==> src/rtl/data_unpack_gen.sv <==
// Word-to-symbol unpacker: splits IN_W-bit words into OUT_W-bit symbols, LSB first.
// Residue bits carry across words of a packet. Supports downstream backpressure, an
// end-of-packet partial-symbol flush (or discard) and flags a sop_in on an open packet.
module data_unpack_gen #(
    parameter int unsigned IN_W          = 32,
    parameter int unsigned OUT_W         = 7,
    parameter bit          FLUSH_PARTIAL = 1'b1
) (
    input  logic                         clk,
    input  logic                         rst,
    input  logic                         valid_in,
    input  logic [IN_W-1:0]              data_in,
    input  logic                         sop_in,
    input  logic                         eop_in,
    output logic                         ready_out,
    output logic                         valid_out,
    output logic [OUT_W-1:0]             data_out,
    output logic                         sop_out,
    output logic                         eop_out,
    output logic [$clog2(OUT_W+1)-1:0]   valid_bits_out,
    input  logic                         ready_in,
    output logic                         sop_err
);

    localparam int unsigned BUF_W = IN_W + OUT_W - 1;
    localparam int unsigned CNT_W = $clog2(IN_W + OUT_W);
    localparam int unsigned VB_W  = $clog2(OUT_W + 1);

    localparam logic [CNT_W-1:0] OutWCnt = CNT_W'(OUT_W);
    localparam logic [CNT_W-1:0] InWCnt  = CNT_W'(IN_W);

    logic [BUF_W-1:0] resid_q, resid_d;
    logic [CNT_W-1:0] cnt_q, cnt_d;
    logic             sop_pend_q, sop_pend_d;
    logic             flush_pend_q, flush_pend_d;
    logic             pkt_open_q, pkt_open_d;
    logic             sop_err_q, sop_err_d;

    logic             full;
    logic [CNT_W-1:0] cnt_min;
    logic             eop_cond;
    logic             accept;
    logic             xfer;

    // Output decode from registered state only; no path from valid_in or ready_in.
    always_comb begin
        full     = (cnt_q >= OutWCnt);
        cnt_min  = full ? OutWCnt : cnt_q;
        if (FLUSH_PARTIAL) begin
            eop_cond = flush_pend_q && (cnt_q <= OutWCnt);
        end else begin
            eop_cond = flush_pend_q && (32'(cnt_q) < (2 * OUT_W));
        end
        ready_out      = !full && !flush_pend_q;
        valid_out      = full || (flush_pend_q && FLUSH_PARTIAL && (cnt_q != '0));
        data_out       = resid_q[OUT_W-1:0];
        sop_out        = valid_out && sop_pend_q;
        eop_out        = valid_out && eop_cond;
        valid_bits_out = valid_out ? VB_W'(cnt_min) : '0;
        sop_err        = sop_err_q;
        accept         = valid_in && ready_out;
        xfer           = valid_out && ready_in;
    end

    // Next-state: accept and transfer are mutually exclusive because ready_out
    // implies valid_out is low (cnt below OUT_W and no flush pending).
    always_comb begin
        resid_d      = resid_q;
        cnt_d        = cnt_q;
        sop_pend_d   = sop_pend_q;
        flush_pend_d = flush_pend_q;
        pkt_open_d   = pkt_open_q;
        sop_err_d    = 1'b0;
        if (accept) begin
            if (sop_in && pkt_open_q) begin
                // Restart: drop the old packet's residue.
                resid_d   = BUF_W'(data_in);
                cnt_d     = InWCnt;
                sop_err_d = 1'b1;
            end else begin
                // Bits above cnt are always zero, so OR-in places the word at cnt.
                resid_d = resid_q | (BUF_W'(data_in) << cnt_q);
                cnt_d   = cnt_q + InWCnt;
            end
            sop_pend_d   = sop_in;
            flush_pend_d = eop_in;
            pkt_open_d   = !eop_in;
        end else if (xfer) begin
            resid_d    = resid_q >> OUT_W;
            cnt_d      = cnt_q - cnt_min;
            sop_pend_d = 1'b0;
            if (eop_cond) begin
                flush_pend_d = 1'b0;
                if (!FLUSH_PARTIAL) begin
                    resid_d = '0;
                    cnt_d   = '0;
                end
            end
        end
    end

    // State registers with synchronous active-high reset.
    always_ff @(posedge clk) begin
        if (rst) begin
            resid_q      <= '0;
            cnt_q        <= '0;
            sop_pend_q   <= 1'b0;
            flush_pend_q <= 1'b0;
            pkt_open_q   <= 1'b0;
            sop_err_q    <= 1'b0;
        end else begin
            resid_q      <= resid_d;
            cnt_q        <= cnt_d;
            sop_pend_q   <= sop_pend_d;
            flush_pend_q <= flush_pend_d;
            pkt_open_q   <= pkt_open_d;
            sop_err_q    <= sop_err_d;
        end
    end

endmodule

==> config.mk <==
export PLATFORM = sky130hd
export DESIGN_NAME = data_unpack_gen
export DESIGN_NICKNAME = d
export VERILOG_FILES = /design/src/rtl/data_unpack_gen.sv
export SDC_FILE = /design/constraint.sdc
export NUM_CORES = 1
export LEC_CHECK = 0
export ABC_AREA = 1
export CORE_MARGIN = 8
export CORE_UTILIZATION = 50
export CTS_CLUSTER_SIZE = 24
export DETAILED_ROUTE_END_ITERATION = 7
export HOLD_SLACK_MARGIN = 0.06
export PLACE_DENSITY_LB_ADDON = 0.1
export SLEW_MARGIN = 30
export SYNTH_ARGS = -nofsm -noshare
export SYNTH_HDL_FRONTEND = slang
export SYNTH_SLANG_ARGS = --single-unit
==> constraint.sdc <==
create_clock -name clk -period 2.9 [get_ports clk]
set_input_delay 0.29 -clock clk [delete_from_list [all_inputs] [get_ports clk]]
set_output_delay 0.29 -clock clk [all_outputs]
set_load 0.01 [all_outputs]
### After elaboration in Yosys (flattened, before gate mapping)

Index checks and enable logic that the tools add are counted.

| word-level totals | value |
|---|---|
| RAM bits | 0 |
| logic and storage cells | 44 |
| input port bits | 38 |
| memories kept | 0 |
| output and inout port bits | 15 |
| register bits | 48 |
| ROM bits | 0 |
| bits in latches | 0 |

| cells by class | value |
|---|---|
| reductions and logical operators | 17 |
| multipliers | 0 |
| magnitude comparators | 2 |
| bitwise operators | 2 |
| shifts and indexed selects | 1 |
| divide/modulo/power cells | 0 |
| muxes and demuxes | 14 |
| eq/ne operators | 0 |
| add/sub/neg operators | 2 |

Operators by type and width:

| cell | count |
|---|---|
| $mux 38 | 3 |
| $or 38x38->38 | 1 |
| $shl 32x6->38 | 1 |
| $mux 6 | 4 |
| $logic_and 1x1->1 | 8 |
| $add 6x6->6 const B | 1 |
| $ge 6x3->1 const B | 1 |
| $le 6x3->1 const B | 1 |
| $mux 1 | 6 |
| $reduce_bool 6->1 | 1 |
| $sub 6x6->6 | 1 |
| $reduce_bool 2->1 | 2 |
| $logic_not 1->1 | 3 |
| $mux 3 | 1 |
| $reduce_and 2->1 | 1 |
| $reduce_or 2->1 | 1 |
| $logic_or 1x1->1 | 1 |
| $not 1->1 | 1 |

### Longest topological paths before layout

Gate-level depths: netlist of run 1.

| depth | value |
|---|---|
| depth after elaboration | 6 |
| gate-level depth with buffers | 15 |
| mapped depth without buffers | 13 |

### Worst setup path before layout of run 1

No wires, ideal clock.

| timing path | value |
|---|---|
| kind | reg-to-reg |
| from | register cnt_q[4] |
| to | register resid_q[10] |
| slack | 1.137 ns |
| data required time | 2.780 ns |
| buffers on the path | 3 |
| arrival time | 1.644 ns |
| cell stages (with the launch flop) | 16 |
| cell sequence | dfxtp_1 > buf_4 > nor2_8 > nand2_4 > nor2_8 > nand2_2 > inv_2 > nand2_4 > nor2_8 > inv_2 > nand2_4 > nor2_2 > buf_6 > buf_6 > nand2_1 > nand2_1 |

| on the way | value |
|---|---|
| cells in the longest elaborated chain, start to end | 5 |

RTL lines:

| element | line | text |
|---|---|---|
| start: declaration | 33 | `logic [CNT_W-1:0] cnt_q, cnt_d;` |
| start signal: assignment | 113 | `cnt_q <= cnt_d;` |
| $ge 6x3->1 * | 47 | `full = (cnt_q >= OutWCnt);` |
| $logic_not 1->1 * | 54 | `ready_out = !full && !flush_pend_q;` |
| $logic_and 1x1->1 * | 54 |  |
| via ready_out | 15 | `output logic ready_out,` |
| $logic_and 1x1->1 * | 61 | `accept = valid_in && ready_out;` |
| $mux 38 / $reduce_bool 2->1 (equally long branches) | - |  |
| end signal: assignment | 112 | `resid_q <= resid_d;` |
| end: declaration | 32 | `logic [BUF_W-1:0] resid_q, resid_d;` |

Mark *: on every way through the listed nets, which the timed path passes. The rest lies on a longest branch.
A chain may end at the register's enable or synchronous reset.

### Worst setup path in the final report of run 1

| timing path | value |
|---|---|
| from | register cnt_q[2] |
| to | output port eop_out |

| on the way | value |
|---|---|
| cells in the longest elaborated chain, start to end | 4 |

RTL lines:

| element | line | text |
|---|---|---|
| branches (longest 3 deep; another with $ge 6x3->1) | - |  |
| $logic_and 1x1->1 * | 58 | `eop_out = valid_out && eop_cond;` |
| end: declaration | 19 | `output logic eop_out,` |

Every way passes the cells marked *.

==> flow_summary.ini, run 1 <==
[outcome]
status = finished clean

[power_and_ir_drop]
finalPower_mw = 2.769
power_density_nw_per_um2 = 579.8
cellLeakagePower_nw = 2.222
worst_ir_drop_vdd_mv = 0.3372

[placement]
routability_cong = 0.9828
detailed_place_hpwl_um = 12590
preCtsSetupSlack_ns = 0.5128
placedInstanceArea_um2 = 4638
port-buffer-count = 52

[clocking]
worst_setup_hold_path_clk_slew_ns = 0.10
cts_hold_buffers = 0
postCtsSetupRepairBufs = 0
cts_max_path_buffers = 2
cts_num_sinks = 48
numCtsBuffers = 5
cts_root_buf = sky130_fd_sc_hd__clkbuf_8
postCtsResizedCells = 0
insertion_delay_ns = 0.31
tritoncts = yes
h_tree_levels = 2

[worst_setup_path]
cp_top_family = buffers and inverters
slowest_delay_ns = 0.58
setup_slack_of_the_most_critical_reg_to_reg_path_ns = 0.46
worst-setup-path-type = register to output pin
arrival_ns = 2.21
critical_path.n_buffers_inverters = 2
setup.worst_path.end_class = output pin
worstPathCellList = buf_4, nor2_1, nand3_1, nand2_2, nor3_1, clkdlybuf4s50_1
path_max_fanout = 38
cp_slowest_cell = sky130_fd_sc_hd__clkdlybuf4s50_1
timing.critical_path.from_type = register
crit_required_ns = 2.61

[worst_hold_path]
hold_path.class = register to register

[drt]
final_antenna_net_count = 0
dr.first_iter.drc_count = 471
detail_route.drc_violations = 0
drt_pass1_iterations = 7
post_drt_wl_per_cell_um = 19.37
total_number_of_vias = 5247
via_per_inst = 6.101
wirelength_um = 16660

[synthesis]
synth_area_um2 = 4149
synth_fp_nets = 771
ys_seq_elements = 48
cells_after_synthesis = 732
ys_warn_count = 0
netlist-cell-type-count = 32
avgSynthCellArea_um2 = 5.668
yosysSeqAreaShare_pct = 23.16

[cells_and_area]
final_net_count = 793
n_fill_cell = 806
finalInstanceArea_um2 = 4776
drive_gt1_share_pct = 6.093
final-seq-area_um2 = 960.9
layout_common_cells = sky130_fd_sc_hd__nand2_1, sky130_fd_sc_hd__nand3_1, sky130_fd_sc_hd__clkdlybuf4s50_1, sky130_fd_sc_hd__dfxtp_1, sky130_fd_sc_hd__a21oi_1
multi_input_area_um2 = 2789
mostFrequentLayoutCell = sky130_fd_sc_hd__nand2_1
areaGrowthSynthToFinish_pct = 15.11
num_antenna_cells = 0

[sta]
worst_clock_skew_ns = 0.009489
final_cycle_utilization_of_the_critical_path_pct = 86.30
max_freq_mhz = 399.6
unrepaired_setup_endpoints_after_global_routing = no
finalMaxSlewViolations = 0
worst-slew-pin-transition_ns = 0.8269
timing.setup.tns_ns = 0
final.setup.worst_slack_ns = 0.3974
setup_viol_count_final = 0
worst_rel_slew_slack_pct = 44.81
final_hold_viol_count = 0
final_period_minus_worst_setup_slack_ns = 2.503

[grt]
number_of_antenna_violations_at_the_first_check_in_global_routing = 0
grt_max_degree = 39
grt.overflow.total = 0
total_grt_usage_pct = 28.33
first_pass_grt_wire_length_um = 25930
vias_in_the_first_global_route = 4792

[floorplanning]
fp-row-count = 33
die_h_um = 107.1
dieArea_um2 = 11470
number_of_top_level_pins = 53
fp.dieW_um = 107.1
initial_core_util_pct = 51.01
core_region_area_um2 = 8134

[run]
max_cap_viol_count = 0
tightest hold or removal path, stage by stage, from the launching register on:
cell and delay (ns):
sky130_fd_sc_hd__dfxtp_1 0.32, sky130_fd_sc_hd__nand2_1 0.06, sky130_fd_sc_hd__nand2_1 0.04
final cells by class:
class | count | area share, %
tap | 105 | 2.751
clock buffer | 5 | 1.441
multi-input combinational | 600 | 58.40
timing repair buffer | 68 | 13.41
clock inverter | 3 | 1.441
inverter | 31 | 2.436
sequential | 48 | 20.12
final timing paths:
| kind | startpoint | end | cells past startpoint |
|---|---|---|---|
| max | cnt_q[2]$_SDFFE_PP0P_ | eop_out | 6 |
| max reg2reg | cnt_q[3]$_SDFFE_PP0P_ | resid_q[10]$_SDFFE_PP0P_ | 12 |
| min reg2reg | resid_q[1]$_SDFFE_PP0P_ | resid_q[1]$_SDFFE_PP0P_ | 2 |
| min | resid_q[1]$_SDFFE_PP0P_ | resid_q[1]$_SDFFE_PP0P_ | 2 |
cell usage after synthesis (all sizes together):
| master | number | area (µm²) |
|---|---|---|
| a21oi | 31 | 155.2 |
| nand4 | 2 | 12.51 |
| a31oi | 1 | 6.260 |
| nor2 | 31 | 175.2 |
| a22o | 2 | 17.52 |
| and2 | 1 | 6.260 |
| dfxtp | 48 | 960.9 |
| nor3 | 3 | 15.01 |
| ha | 1 | 12.51 |
| o21ai | 30 | 150.1 |
| xnor2 | 1 | 8.760 |
| clkinv | 2 | 7.510 |
| o31ai | 1 | 7.510 |
| o22ai | 1 | 6.260 |
| nand3 | 174 | 870.8 |
| o211ai | 9 | 67.56 |
| a22oi | 16 | 120.1 |
| clkbuf | 9 | 33.78 |
| nand2 | 295 | 1150 |
| o21a | 1 | 7.510 |
| buf | 44 | 249.0 |
| inv | 29 | 108.9 |
cell families after synthesis:
family / Yosys count / synth area share [%]
adders and majority gates: 1 / 0.3015
and+or+nand+nor: 506 / 53.74
buffers and inverters: 84 / 9.620
DFF: 48 / 23.16
xor gates and xnor gates: 1 / 0.2111
AOI/OAI and AO/OA: 92 / 12.97
metal layers:
| metal | share of wire, % | vias to the layer above | global-route usage [%] | wire [µm] |
|---|---|---|---|---|
| met3 | 9.9 | 60 | 5.639 | 1656 |
| met2 | 46 | 348 | 46.20 | 7696 |
| met5 | 0 | - | 0 | 0 |
| met1 | 39 | 2361 | 34.25 | 6482 |
| met4 | 4.9 | 0 | 15.18 | 824 |
| li1 | - | 2478 | - | - |
power by group:
part	switching [mW]	internal [mW]	total, mW
registers	0.0759	0.766	0.842
logic	0.870	0.447	1.32
clock network	0.261	0.348	0.609
total	1.21	1.56	2.77
per-stage QoR:
stage | instances | util [%] | hold slack (ns)
after floorplan | 732 | - | 0.3800
after global placement | 852 | 57.02 | 0.4367
after detailed placement | 852 | 57.02 | 0.4395
after CTS | 860 | 58.71 | 0.4604
after global routing | 860 | 58.71 | 0.4815
final | 860 | 58.71 | 0.4585
state kept, by name, indices dropped and copies added (netlist names):
name / count
sop_err: 1
pkt_open_q: 1
resid_q: 38
flush_pend_q: 1
cnt_q: 6
sop_pend_q: 1
Power figures use the tool's default switching activity.
==> run 2, diff against run 1 <==
--- a/config.mk
+++ b/config.mk
@@ -8,6 +8,7 @@
 export ABC_AREA = 1
 export CORE_MARGIN = 8
 export CORE_UTILIZATION = 50
+export CTS_BUF_LIST = sky130_fd_sc_hd__clkbuf_4
 export CTS_CLUSTER_SIZE = 24
 export DETAILED_ROUTE_END_ITERATION = 7
 export HOLD_SLACK_MARGIN = 0.06
==> flow_summary.ini, run 2 (synthesis gave the netlist of run 1 again) <==
[outcome]
status = finished clean

[clocking]
insertion_delay_ns = 0.38
postCtsResizedCells = 0
cts_num_sinks = 48
cts_max_path_buffers = 2
tritoncts = yes
worst_setup_hold_path_clk_slew_ns = 0.16
numCtsBuffers = 5
postCtsSetupRepairBufs = 0
cts_root_buf = sky130_fd_sc_hd__clkbuf_4
h_tree_levels = 2
cts_hold_buffers = 0

[sta]
final_period_minus_worst_setup_slack_ns = 2.587
final_hold_viol_count = 0
final_cycle_utilization_of_the_critical_path_pct = 89.21
worst_rel_slew_slack_pct = 41.90
timing.setup.tns_ns = 0
worst-slew-pin-transition_ns = 0.8705
max_freq_mhz = 386.5
finalMaxSlewViolations = 0
unrepaired_setup_endpoints_after_global_routing = no
final.setup.worst_slack_ns = 0.3128
setup_viol_count_final = 0
worst_clock_skew_ns = 0.01542

[worst_setup_path]
setup.worst_path.end_class = output pin
worst-setup-path-type = register to output pin
path_max_fanout = 38
timing.critical_path.from_type = register
arrival_ns = 2.30
cp_slowest_cell = sky130_fd_sc_hd__clkdlybuf4s50_1
setup_slack_of_the_most_critical_reg_to_reg_path_ns = 0.46
slowest_delay_ns = 0.58
worstPathCellList = buf_4, nor2_1, nand3_1, nand2_2, nor3_1, clkdlybuf4s50_1
crit_required_ns = 2.61

[run]
max_cap_viol_count = 0

[placement]
routability_cong = 0.9828
preCtsSetupSlack_ns = 0.5128
detailed_place_hpwl_um = 12590
dp_cells = 852
placedInstanceArea_um2 = 4638
port-buffer-count = 52

[grt]
number_of_antenna_violations_at_the_first_check_in_global_routing = 0
total_grt_usage_pct = 28.49
grt_max_degree = 39
vias_in_the_first_global_route = 4784
grt.overflow.total = 0
first_pass_grt_wire_length_um = 26000

[drt]
via_per_inst = 6.147
post_drt_wl_per_cell_um = 19.53
drt_pass1_iterations = 5
dr.first_iter.drc_count = 538
final_antenna_net_count = 0
total_number_of_vias = 5286
detail_route.drc_violations = 0
wirelength_um = 16790

[cells_and_area]
areaGrowthSynthToFinish_pct = 14.35
finalInstanceArea_um2 = 4745
mostFrequentLayoutCell = sky130_fd_sc_hd__nand2_1
num_antenna_cells = 0
final_net_count = 793
largest_register_ffs = 38
max_flop_register = resid_q
layout_top_registers = resid_q (38), cnt_q (6)
layout_common_cells = sky130_fd_sc_hd__nand2_1, sky130_fd_sc_hd__nand3_1, sky130_fd_sc_hd__clkdlybuf4s50_1, sky130_fd_sc_hd__dfxtp_1, sky130_fd_sc_hd__a21oi_1
drive_gt1_share_pct = 6.093
final_cell_count_no_fill = 860

[power_and_ir_drop]
finalPower_mw = 2.685
power_density_nw_per_um2 = 566.0
cellLeakagePower_nw = 2.209
worst_ir_drop_vdd_mv = 0.2630

[floorplanning]
initial_core_util_pct = 51.01
dieArea_um2 = 11470
fp-row-count = 33
die_h_um = 107.1
number_of_top_level_pins = 53
fp.dieW_um = 107.1
core_region_area_um2 = 8134

[worst_hold_path]
hold_path.class = register to register
-- run 2: where the power goes --
part | internal, mW | switching, mW
sequential | 0.767 | 0.0762
combinational | 0.447 | 0.874
clock | 0.272 | 0.250
-- run 2: final timing paths --
path	cells after the start	to	startpoint
hold reg to reg	2	resid_q[1]$_SDFFE_PP0P_	resid_q[1]$_SDFFE_PP0P_
setup / recovery	6	eop_out	cnt_q[2]$_SDFFE_PP0P_
setup reg to reg	12	resid_q[10]$_SDFFE_PP0P_	cnt_q[3]$_SDFFE_PP0P_
hold / removal	2	resid_q[1]$_SDFFE_PP0P_	resid_q[1]$_SDFFE_PP0P_
-- run 2: cell type report --
cell class                      count  area (µm²)
Inverter                           31       116.4
Clock buffer                        5       37.54
Timing Repair Buffer               68       640.6
Sequential cell                    48       960.9
Multi-Input combinational cell    600        2789
Clock inverter                      3       68.82
Fill cell                         810        3390
Tap cell                          105       131.4
-- run 2: worst max-delay path, delay by kind of cell (launching register included) --
kind / cells / cell delay (ns)
buf+inv: 2 / 0.96
flops: 1 / 0.37
simple gates: 4 / 0.58
-- run 2: routing by layer --
layer / track usage [%] / share of wire, % / vias up
li1: - / - / 2482
met1: 35.17 / 39 / 2392
met2: 46.69 / 46 / 350
met3: 4.739 / 9.3 / 62
met4: 14.27 / 5.0 / 0
met5: 0 / 0 / -
-- run 2: metrics by stage --
step	util [%]	hold WS, ns
2_1_floorplan	-	0.3800
3_3_place_gp	57.02	0.4367
3_5_place_dp	57.02	0.4395
4_1_cts	58.33	0.4667
5_1_grt	58.33	0.4684
6_report	58.33	0.4642
==> run 3, diff against run 2 <==
--- a/config.mk
+++ b/config.mk
@@ -9,6 +9,7 @@
 export CORE_MARGIN = 8
 export CORE_UTILIZATION = 50
 export CTS_BUF_LIST = sky130_fd_sc_hd__clkbuf_4
+export CTS_CLUSTER_DIAMETER = 80
 export CTS_CLUSTER_SIZE = 24
 export DETAILED_ROUTE_END_ITERATION = 7
 export HOLD_SLACK_MARGIN = 0.06
==> results of run 3 <==
Final layout, timing and power as in run 2 (identical DEF).
